`config.mk`:
```
export PLATFORM = sky130hd
export DESIGN_NAME = organ_keyscan_flat
export DESIGN_NICKNAME = d
export VERILOG_FILES = /design/src/rtl/organ_keyscan_pkg.sv /design/src/rtl/organ_keyscan_if.sv /design/src/rtl/organ_keyscan_sync.sv /design/src/rtl/organ_keyscan.sv /design/src/flat_wrapper.sv
export SDC_FILE = /design/constraint.sdc
export NUM_CORES = 1
export LEC_CHECK = 0
export CORE_MARGIN = 2
export CORE_UTILIZATION = 40
export DETAILED_ROUTE_END_ITERATION = 10
export PLACE_DENSITY = 0.72
export REMOVE_ABC_BUFFERS = 1
export SLEW_MARGIN = 20
export SYNTH_ARGS = -nofsm -noshare
export SYNTH_HDL_FRONTEND = slang
export SYNTH_SLANG_ARGS = --single-unit
```
`constraint.sdc`:
```
create_clock -name clk -period 2 [get_ports clk]
set_input_delay 0.4 -clock clk [delete_from_list [all_inputs] [get_ports clk]]
set_output_delay 0.4 -clock clk [all_outputs]
set_load 0.01 [all_outputs]
```
`src/rtl/organ_keyscan_pkg.sv`:
```
// Shared types and constants for the organ key matrix scanner and the note path.
package organ_pkg;
  localparam int NOTE_W   = 3;
  localparam int KEY_ROWS = 2;
  localparam int KEY_COLS = 4;
  localparam int POS_W    = 3;

  typedef logic [NOTE_W-1:0] note_t;
  typedef logic [POS_W-1:0]  key_pos_t;

  typedef enum logic [1:0] {
    IDLE    = 2'd0,
    CONFIRM = 2'd1,
    HELD    = 2'd2,
    RELEASE = 2'd3
  } keyscan_state_t;

  localparam note_t NOTE_NONE = '0;

  // Matrix positions 0..6 are notes 1..7.
  function automatic note_t pos_to_note(input key_pos_t pos);
    return note_t'(pos + key_pos_t'(1));
  endfunction
endpackage

```
`src/rtl/organ_keyscan_if.sv`:
```
// Key matrix and debounced note signals; slave = scanner side, master = board/consumer side.
interface organ_keyscan_if;
  import organ_pkg::*;

  logic [KEY_ROWS-1:0] row;
  logic [KEY_COLS-1:0] col;
  note_t               value;
  logic                pressed;
  // key_evt is a single-cycle strobe with no back-pressure: the consumer must take it when it fires.
  logic                key_evt;
  keyscan_state_t      dbg_state;

  modport slave  (output row, value, pressed, key_evt, dbg_state, input col);
  modport master (input row, value, pressed, key_evt, dbg_state, output col);
endinterface

```
`src/rtl/organ_keyscan_sync.sv`:
```
// key_sync: parameterised-width 2-flop synchroniser with async active-low reset to IDLE_VAL.
module key_sync #(
  parameter int           W        = 1,
  parameter logic [W-1:0] IDLE_VAL = '0
) (
  input  logic         clk,
  input  logic         rst_n,
  input  logic [W-1:0] d_i,
  output logic [W-1:0] q_o
);
  logic [W-1:0] meta_q;
  logic [W-1:0] sync_q;

  always_ff @(posedge clk or negedge rst_n) begin
    if (!rst_n) begin
      meta_q <= IDLE_VAL;
      sync_q <= IDLE_VAL;
    end else begin
      meta_q <= d_i;
      sync_q <= meta_q;
    end
  end

  assign q_o = sync_q;
endmodule

```
`src/rtl/organ_keyscan.sv`:
```
// 2x4 organ key matrix scanner with per-frame debounce producing a 0..7 note code.
// Optional KEYSCAN_GHOST_REJECT_EN: multi-key frames read as no key (held key kept while HELD).
module organ_keyscan
  import organ_pkg::*;
#(
  parameter int SCAN_DIV        = 4,
  parameter int DEBOUNCE_FRAMES = 4
) (
  input  logic            clk,
  input  logic            rst_n,
  organ_keyscan_if.slave  kbd
);
  localparam int                SLOT_W    = $clog2(SCAN_DIV);
  localparam logic [SLOT_W-1:0] SLOT_LAST = SLOT_W'(SCAN_DIV - 1);
  localparam logic [3:0]        DB_LAST   = 4'(DEBOUNCE_FRAMES);

  logic [KEY_COLS-1:0] col_sync;
  key_sync #(.W(KEY_COLS), .IDLE_VAL({KEY_COLS{1'b1}})) u_col_sync (
    .clk   (clk),
    .rst_n (rst_n),
    .d_i   (kbd.col),
    .q_o   (col_sync)
  );

  logic [SLOT_W-1:0]   slot_q, slot_d;
  logic                row_sel_q, row_sel_d;
  logic [KEY_COLS-1:0] row0_act_q, row0_act_d;
  keyscan_state_t      state_q, state_d;
  key_pos_t            cand_q, cand_d;
  logic [3:0]          cnt_q, cnt_d;
  note_t               value_q, value_d;
  logic                pressed_q, pressed_d;
  logic                evt_q, evt_d;

  logic       slot_end, frame_end;
  logic [7:0] act;
  logic       raw_vld, ghost, match, eff_vld, eff_match;
  key_pos_t   raw_pos;
  logic [3:0] cnt_inc;

  // Sampling on the last slot cycle gives the synchroniser time to settle after each row change.
  always_comb begin
    slot_end   = (slot_q == SLOT_LAST);
    frame_end  = slot_end && row_sel_q;
    slot_d     = slot_end ? '0 : slot_q + 1'b1;
    row_sel_d  = slot_end ? ~row_sel_q : row_sel_q;
    row0_act_d = (slot_end && !row_sel_q) ? ~col_sync : row0_act_q;
  end

  always_comb begin
    act     = {~col_sync, row0_act_q};
    raw_vld = 1'b0;
    raw_pos = '0;
    for (int p = 7; p >= 0; p--) begin
      if (act[p] && p != 7) begin
        raw_vld = 1'b1;
        raw_pos = key_pos_t'(p);
      end
    end
`ifdef KEYSCAN_GHOST_REJECT_EN
    ghost = ((act[6:0] & (act[6:0] - 7'd1)) != 7'd0);
`else
    ghost = 1'b0;
`endif
    match     = raw_vld && (raw_pos == cand_q);
    eff_vld   = raw_vld && !ghost;
    eff_match = match && !ghost;
    cnt_inc   = (cnt_q == 4'hF) ? cnt_q : cnt_q + 4'd1;
  end

  always_comb begin
    state_d   = state_q;
    cand_d    = cand_q;
    cnt_d     = cnt_q;
    value_d   = value_q;
    pressed_d = pressed_q;
    evt_d     = 1'b0;
    if (frame_end) begin
      unique case (state_q)
        IDLE: begin
          if (eff_vld) begin
            cand_d = raw_pos;
            cnt_d  = 4'd1;
            if (DB_LAST == 4'd1) begin
              state_d   = HELD;
              value_d   = pos_to_note(raw_pos);
              pressed_d = 1'b1;
              evt_d     = 1'b1;
              cnt_d     = '0;
            end else begin
              state_d = CONFIRM;
            end
          end
        end
        CONFIRM: begin
          if (eff_match) begin
            cnt_d = cnt_inc;
            if (cnt_inc >= DB_LAST) begin
              state_d   = HELD;
              value_d   = pos_to_note(cand_q);
              pressed_d = 1'b1;
              evt_d     = 1'b1;
              cnt_d     = '0;
            end
          end else if (!eff_vld) begin
            state_d = IDLE;
            cnt_d   = '0;
          end else begin
            cand_d = raw_pos;
            cnt_d  = 4'd1;
          end
        end
        HELD: begin
          if (!(match || ghost)) begin
            cnt_d = 4'd1;
            if (DB_LAST == 4'd1) begin
              state_d   = IDLE;
              value_d   = NOTE_NONE;
              pressed_d = 1'b0;
              evt_d     = 1'b1;
              cnt_d     = '0;
            end else begin
              state_d = RELEASE;
            end
          end
        end
        RELEASE: begin
          // A different key here only counts toward release; it is never adopted as cand.
          if (eff_match) begin
            state_d = HELD;
            cnt_d   = '0;
          end else begin
            cnt_d = cnt_inc;
            if (cnt_inc >= DB_LAST) begin
              state_d   = IDLE;
              value_d   = NOTE_NONE;
              pressed_d = 1'b0;
              evt_d     = 1'b1;
              cnt_d     = '0;
            end
          end
        end
        default: state_d = IDLE;
      endcase
    end
  end

  always_ff @(posedge clk or negedge rst_n) begin
    if (!rst_n) begin
      slot_q     <= '0;
      row_sel_q  <= 1'b0;
      row0_act_q <= '0;
      state_q    <= IDLE;
      cand_q     <= '0;
      cnt_q      <= '0;
      value_q    <= NOTE_NONE;
      pressed_q  <= 1'b0;
      evt_q      <= 1'b0;
    end else begin
      slot_q     <= slot_d;
      row_sel_q  <= row_sel_d;
      row0_act_q <= row0_act_d;
      state_q    <= state_d;
      cand_q     <= cand_d;
      cnt_q      <= cnt_d;
      value_q    <= value_d;
      pressed_q  <= pressed_d;
      evt_q      <= evt_d;
    end
  end

  assign kbd.row       = row_sel_q ? 2'b01 : 2'b10;
  assign kbd.value     = value_q;
  assign kbd.pressed   = pressed_q;
  assign kbd.key_evt   = evt_q;
  assign kbd.dbg_state = state_q;
endmodule

```
`src/flat_wrapper.sv`:
```
// flat-port wrapper written by rule: the top's interface ports become plain ports
module organ_keyscan_flat import organ_pkg::*;
#(
  parameter int SCAN_DIV        = 4,
  parameter int DEBOUNCE_FRAMES = 4
)
  (clk, rst_n, kbd_row, kbd_value, kbd_pressed, kbd_key_evt, kbd_dbg_state, kbd_col);
  organ_keyscan_if kbd_i ();
  input  logic clk;
  input  logic rst_n;
  output wire logic [$bits(kbd_i.row)-1:0] kbd_row;
  output wire logic [$bits(kbd_i.value)-1:0] kbd_value;
  output wire logic [$bits(kbd_i.pressed)-1:0] kbd_pressed;
  output wire logic [$bits(kbd_i.key_evt)-1:0] kbd_key_evt;
  output wire logic [$bits(kbd_i.dbg_state)-1:0] kbd_dbg_state;
  input wire logic [$bits(kbd_i.col)-1:0] kbd_col;
  assign kbd_row = kbd_i.row;
  assign kbd_value = kbd_i.value;
  assign kbd_pressed = kbd_i.pressed;
  assign kbd_key_evt = kbd_i.key_evt;
  assign kbd_dbg_state = kbd_i.dbg_state;
  assign kbd_i.col = kbd_col;
  organ_keyscan #(.SCAN_DIV(SCAN_DIV), .DEBOUNCE_FRAMES(DEBOUNCE_FRAMES)) u_core (.clk(clk), .rst_n(rst_n), .kbd(kbd_i));
endmodule
```
# Yosys cells after proc, flatten, opt, wreduce, memory -nomap -nowiden
# Index checks and enable logic that the tools add are counted.
dict set report classes {
  addsub 3
  multipliers 0
  n_div 0
  magnitude_cmp 1
  eq_ne 16
  n_shift 0
  muxes 50
  n_bitwise 2
  reduce_logical 11
}
# operator count
set ops {}
lappend ops {{2-to-1 mux 3 bit} 13}
lappend ops {{2-to-1 mux 4 bit} 6}
lappend ops {{2-to-1 mux 2 bit} 9}
lappend ops {{2-to-1 mux 1 bit} 16}
lappend ops {{case mux 4 bit (4 select lines)} 1}
lappend ops {{case mux 3 bit (2 select lines)} 2}
lappend ops {{AND reduction 6 bit} 2}
lappend ops {{inequality test 2 x 1 -> 1 bit (second input constant)} 4}
lappend ops {{case mux 2 bit (4 select lines)} 1}
lappend ops {{== test 2 bit (second input constant)} 3}
lappend ops {{inequality test 2 bit (second input constant)} 3}
lappend ops {{inequality test 3 bit (second input constant)} 2}
lappend ops {{AND reduction 3 bit} 2}
lappend ops {{adder 4 x 1 -> 4 bit (second input constant)} 1}
lappend ops {{== test 4 bit (second input constant)} 1}
lappend ops {{>= comparator 4 x 3 -> 1 bit (second input constant)} 1}
lappend ops {{inverter 4 bit} 1}
lappend ops {{case mux 1 bit (2 select lines)} 2}
lappend ops {{nonzero test 2 bit} 2}
lappend ops {{adder 3 x 1 -> 3 bit (second input constant)} 1}
lappend ops {{== test 3 bit} 1}
lappend ops {{logical AND 1 bit} 3}
lappend ops {{inequality test 3 x 1 -> 1 bit (second input constant)} 1}
lappend ops {{adder 2 x 1 -> 2 bit (second input constant)} 1}
lappend ops {{other kinds (4)} 4}
dict set report totals {
  regBits 29
  latchBits 0
  ramBits 0
  rom_bits 0
  inputBits 6
  word_cells 94
  mem_count 0
}

# Longest topological paths before layout
dict set report logic_depth {
  depth_word 13
  mapped_depth 6
}

# Modules after synthesis
# Synthesis repeated with hierarchy kept, for this count alone.
dict set report unflattened {
  cells_unflattened 147
  area_unflattened_um2 1453.9
}
# module n_inst cells_per_inst area_per_inst_um2
set by_module_without_submodules {}
lappend by_module_without_submodules {organ_keyscan 1 139 1243.7}
lappend by_module_without_submodules {key_sync 1 8 210.2}

# Worst setup path after synthesis
# No wires, ideal clock.
dict set report synth_timing {
  path_kind {reg-to-reg}
  start {reg u_core.row0_act_q[3]}
  end {reg u_core.cnt_q[0]}
  setup_ps 126
  arrival_time_ps 1980
  path_slack_ps -106
  stages_incl_launch_ff 6
  n_path_buf 0
  synth_period_minus_slack_ps 2106
  path_cell_list {dfrtp_1 or4b_1 o22a_1 o211a_1 o41a_1 o32a_1}
}
dict set report synth_between {
  elab_chain_cells 8
  word_cells_on_any_way 17
  cone_classes {3 x eq/ne; 12 x mux; 2 x reduce/logical}
}
# element line_no
set synth_rtl {}
lappend synth_rtl {{start: declaration} organ_keyscan.sv:27} ;# logic [KEY_COLS-1:0] row0_act_q, row0_act_d;
lappend synth_rtl {{start signal: assignment} organ_keyscan.sv:162} ;# row0_act_q <= row0_act_d;
lappend synth_rtl {{2-to-1 mux 3 bit (4 in a row)} organ_keyscan.sv:55} ;# if (act[p] && p != 7) begin
lappend synth_rtl {{== test 3 bit} organ_keyscan.sv:65} ;# match = raw_vld && (raw_pos == cand_q);
lappend synth_rtl {{logical AND 1 bit} organ_keyscan.sv:65}
lappend synth_rtl {{2-to-1 mux 4 bit, or another cell as far along} organ_keyscan.sv:129} ;# if (eff_match) begin
lappend synth_rtl {{case mux 4 bit (4 select lines) / AND reduction 3 bit (equally long branches)} --}
lappend synth_rtl {{end signal: assignment} organ_keyscan.sv:165} ;# cnt_q <= cnt_d;
lappend synth_rtl {{end: declaration} organ_keyscan.sv:30} ;# logic [3:0] cnt_q, cnt_d;
# Parallel ways exist; a longest one is shown, timed or not.
# A chain may end at the register's enable or synchronous reset.

# Worst setup path in the final report
# Ends and elaborated chain as after synthesis.

==> impl_metrics.env <==
export IMPL_coreArea_um2=3363
export IMPL_fin_crit_sh_pct=101.2
export IMPL_synth_compound_area_share_pct=18.84
export IMPL_synth_area_leader_cell="dfrtp_1"
export IMPL_cp_slowest_stage_delay_ns=0.49
export IMPL_outcome="complete, but fails checks"
export IMPL_cp_slowest_cell="or4b_1"
export IMPL_required_ns=2.22
export IMPL_placed_area_um2=1715
export IMPL_synth_cells=138
export IMPL_drc=0
export IMPL_yosys_area_share_simple_pct=17.59
export IMPL_violations="negative setup slack"
export IMPL_highest_layer="met4"
export IMPL_synth_edf_count=0
export IMPL_clock_sinks=29
export IMPL_worstPathMaxFanout=7
export IMPL_ys_flop_type="dfrtp_1"
export IMPL_crit_family="compound AO/OA/AOI/OAI gates"
export IMPL_nNetsFinal=186
export IMPL_cap_violations=0
export IMPL_synth_xor_area_share_pct=2.500
export IMPL_clockBufferDepth=2
export IMPL_hold_depth=0
export IMPL_drtAntennaViolNets=0
export IMPL_synth_top_family_by_area="compound AO/OA/AOI/OAI gates"
export IMPL_synth_top_area_share_pct=37.50
export IMPL_synth_area_leaders="dfrtp_1, dfstp_2, nand2_1, o21ai_0, ha_1"
export IMPL_worst_path_buf_inv=0
export IMPL_clk_insertion_delay_late_ns=0.33
export IMPL_cts_hold_buffers=0
export IMPL_yosysSeqAreaShare_pct=52.50
export IMPL_hp_class="reg2reg"
export IMPL_ioPinCount=15
export IMPL_grt_antenna_before_repair=0
export IMPL_drive_gt1_share_pct=29.78
export IMPL_min_period_ns=2.023
export IMPL_numCtsBuffers=5
export IMPL_grt_pass1_wl_mm=5.485
export IMPL_vias_per_cell=5.429
export IMPL_design_area_um2=1911
export IMPL_die_h_um=63.19
export IMPL_synthAdderAreaFrac_pct=2.679
export IMPL_hold_viol_final=0
export IMPL_syn_area_um2=1401
export IMPL_synth_async_reset_ratio_pct=100.0
export IMPL_crit_cells=5
export IMPL_vias=1216
export IMPL_first_global_vias=1229
export IMPL_crit_path_end_kind="flip-flop"
export IMPL_netlist_cell_type_count=42
export IMPL_wl_per_cell_um=13.59
export IMPL_diodes=0
export IMPL_fin_util_pct=56.81
export IMPL_die_w_um=63.19
export IMPL_p_leak_uw=0.0008549
export IMPL_worstPathCellList="or4b_1 > o22a_1 > o211a_4 > o41a_1 > o32a_1"
export IMPL_worst_slack_ns=-0.02343
export IMPL_layout_common_cells="dfrtp_1, buf_4, nand2_1"
export IMPL_grt_max_degree=30
export IMPL_ir_worst_vdd_uv=463.8
export IMPL_rsz0062_at_grt="yes"
export IMPL_io_buffers=14
export IMPL_start_util_pct=41.67
export IMPL_cts_clk_slew_worst_paths_ns=0.09
export IMPL_wl_met3_um=132
export IMPL_whs_ns=0.3602
export IMPL_ys_ff_latch=29
export IMPL_slew_headroom_pct=70.86
export IMPL_synth_area_mux_share_pct=1.607
export IMPL_syn2layout_area_growth_pct=36.34
export IMPL_dr_pass1_iters=4
export IMPL_cp_start_kind="flip-flop"
export IMPL_tightestPinTransition_ns=0.4350
export IMPL_wl_mm=3.045
export IMPL_hpwl_mm=2.232
export IMPL_slew_viol_final=0
export IMPL_grt_use_total_pct=17.67
export IMPL_setup_viol=3
export IMPL_routed_wl_met2_mm=1.602
export IMPL_timing_worst_setup_path_type="reg2reg"
export IMPL_arrival_ns=2.24
export IMPL_dr_first_iter_drc_count=47
export IMPL_power_density_nw_per_um2=1023
export IMPL_fmax_ghz=0.4942
export IMPL_clockRootBuffer="clkbuf_4"
export IMPL_clock_skew_ns=0.005690
export IMPL_wl_met1_mm=1.252
export IMPL_yosys_warnings=0
export IMPL_place_gp_congestion=0.8312
export IMPL_cts_max_level=2
export IMPL_cts_tree="built"
export IMPL_overflow=0
export IMPL_rows=21
export IMPL_die_area_um2=3993
export IMPL_syn_area_per_cell_um2=10.15
export IMPL_rr_worst_depth=5
## cells in the mapped netlist, types with 2 or more instances
library cell / count
nor3_1: 2
or4_1: 4
dfstp_2: 8
ha_1: 3
o221ai_1: 3
a21oi_1: 4
xor2_1: 3
a31oi_1: 5
nand2_1: 18
dfrtp_1: 21
o21ai_0: 8
o211a_1: 2
inv_1: 10
mux2_2: 2
nor2_1: 10
clkbuf_1: 3
nand4_1: 3
nand3_1: 5
## worst paths after layout
check / startpoint / to / slack [ns]
min reg2reg: u_core.u_col_sync.meta_q[2] / u_core.u_col_sync.q_o[2] / 0.36
min: u_core.u_col_sync.meta_q[2] / u_core.u_col_sync.q_o[2] / 0.36
max: u_core.row0_act_q[3] / u_core.cnt_q[0] / -0.02
max reg2reg: u_core.row0_act_q[3] / u_core.cnt_q[0] / -0.02
min in group asynchronous: rst_n / u_core.cand_q[0] / 0.44
max in group asynchronous: rst_n / u_core.u_col_sync.q_o[0] / 1.26
## layout make-up
cell class                 instances  area (µm²)
clock buffer                       6       51.30
clock inverter                     2       37.54
fill                             318        1453
inverter                          11       41.29
multi-input combinational         94       678.2
sequential                        29       735.7
tap                               46       57.56
timing repair buffer              36       309.0
## power by group
part / internal (µW) / leakage (µW) / switching [µW] / total, µW
logic: 353 / 0.000480 / 376 / 730
clock network: 297 / 0.0000445 / 203 / 500
registers: 660 / 0.000331 / 65.5 / 726
total: 1310 / 0.000855 / 645 / 1960
## per-layer routing
layer / vias up / GRT usage, %
met5: - / 0
met4: 0 / 8.696
met3: 7 / 4.464
met2: 28 / 30.85
met1: 596 / 20.07
li1: 585 / -
## cells by family (layout without fill, tap and decap cells)
group,after synthesis,count (layout)
AND/OR/NAND/NOR,50,50
adder cells (fa/ha/maj),3,3
buffers and inverters,15,55
AO/OA/AOI/OAI,35,35
XOR/XNOR,4,4
multiplexers,2,2
flip-flops,29,29
## worst register-to-register path, delay by kind of cell, from the launching register on
kind	cells	cell delay [ns]
compound gates	4	1.03
flops	1	0.39
simple gates	1	0.49
## what timing repair did
item                       CTS  global route
pin swaps                    7             1
gates resized for setup     10             3
setup endpoints to repair   10            12
buffers inserted             1             3
## flip-flops by register name (all words and copies together) (netlist names), named ones only
name	count
u_core.cnt_q	4
u_core.row0_act_q	4
u_core.u_col_sync.meta_q	4
u_core.u_col_sync.q_o	4
u_core.cand_q	3
u_core.kbd.value	3
u_core.slot_q	2
u_core.kbd.dbg_state	1
u_core.kbd.key_evt	1
u_core.kbd.pressed	1
u_core.row_sel_q	1
## stage by stage
stage	setup slack, ns	cells	setup TNS [ns]	total power [µW]
after floorplan	-0.1060	134	-0.2230	1062
after global placement	-0.1097	212	-0.2879	1334
after detailed placement	-0.1255	212	-0.5163	1366
after CTS	-0.03144	221	-0.06596	1951
after global routing	-0.1145	224	-0.7351	2100
final	-0.02343	224	-0.04448	1955
(Power assumes the default switching activity.)
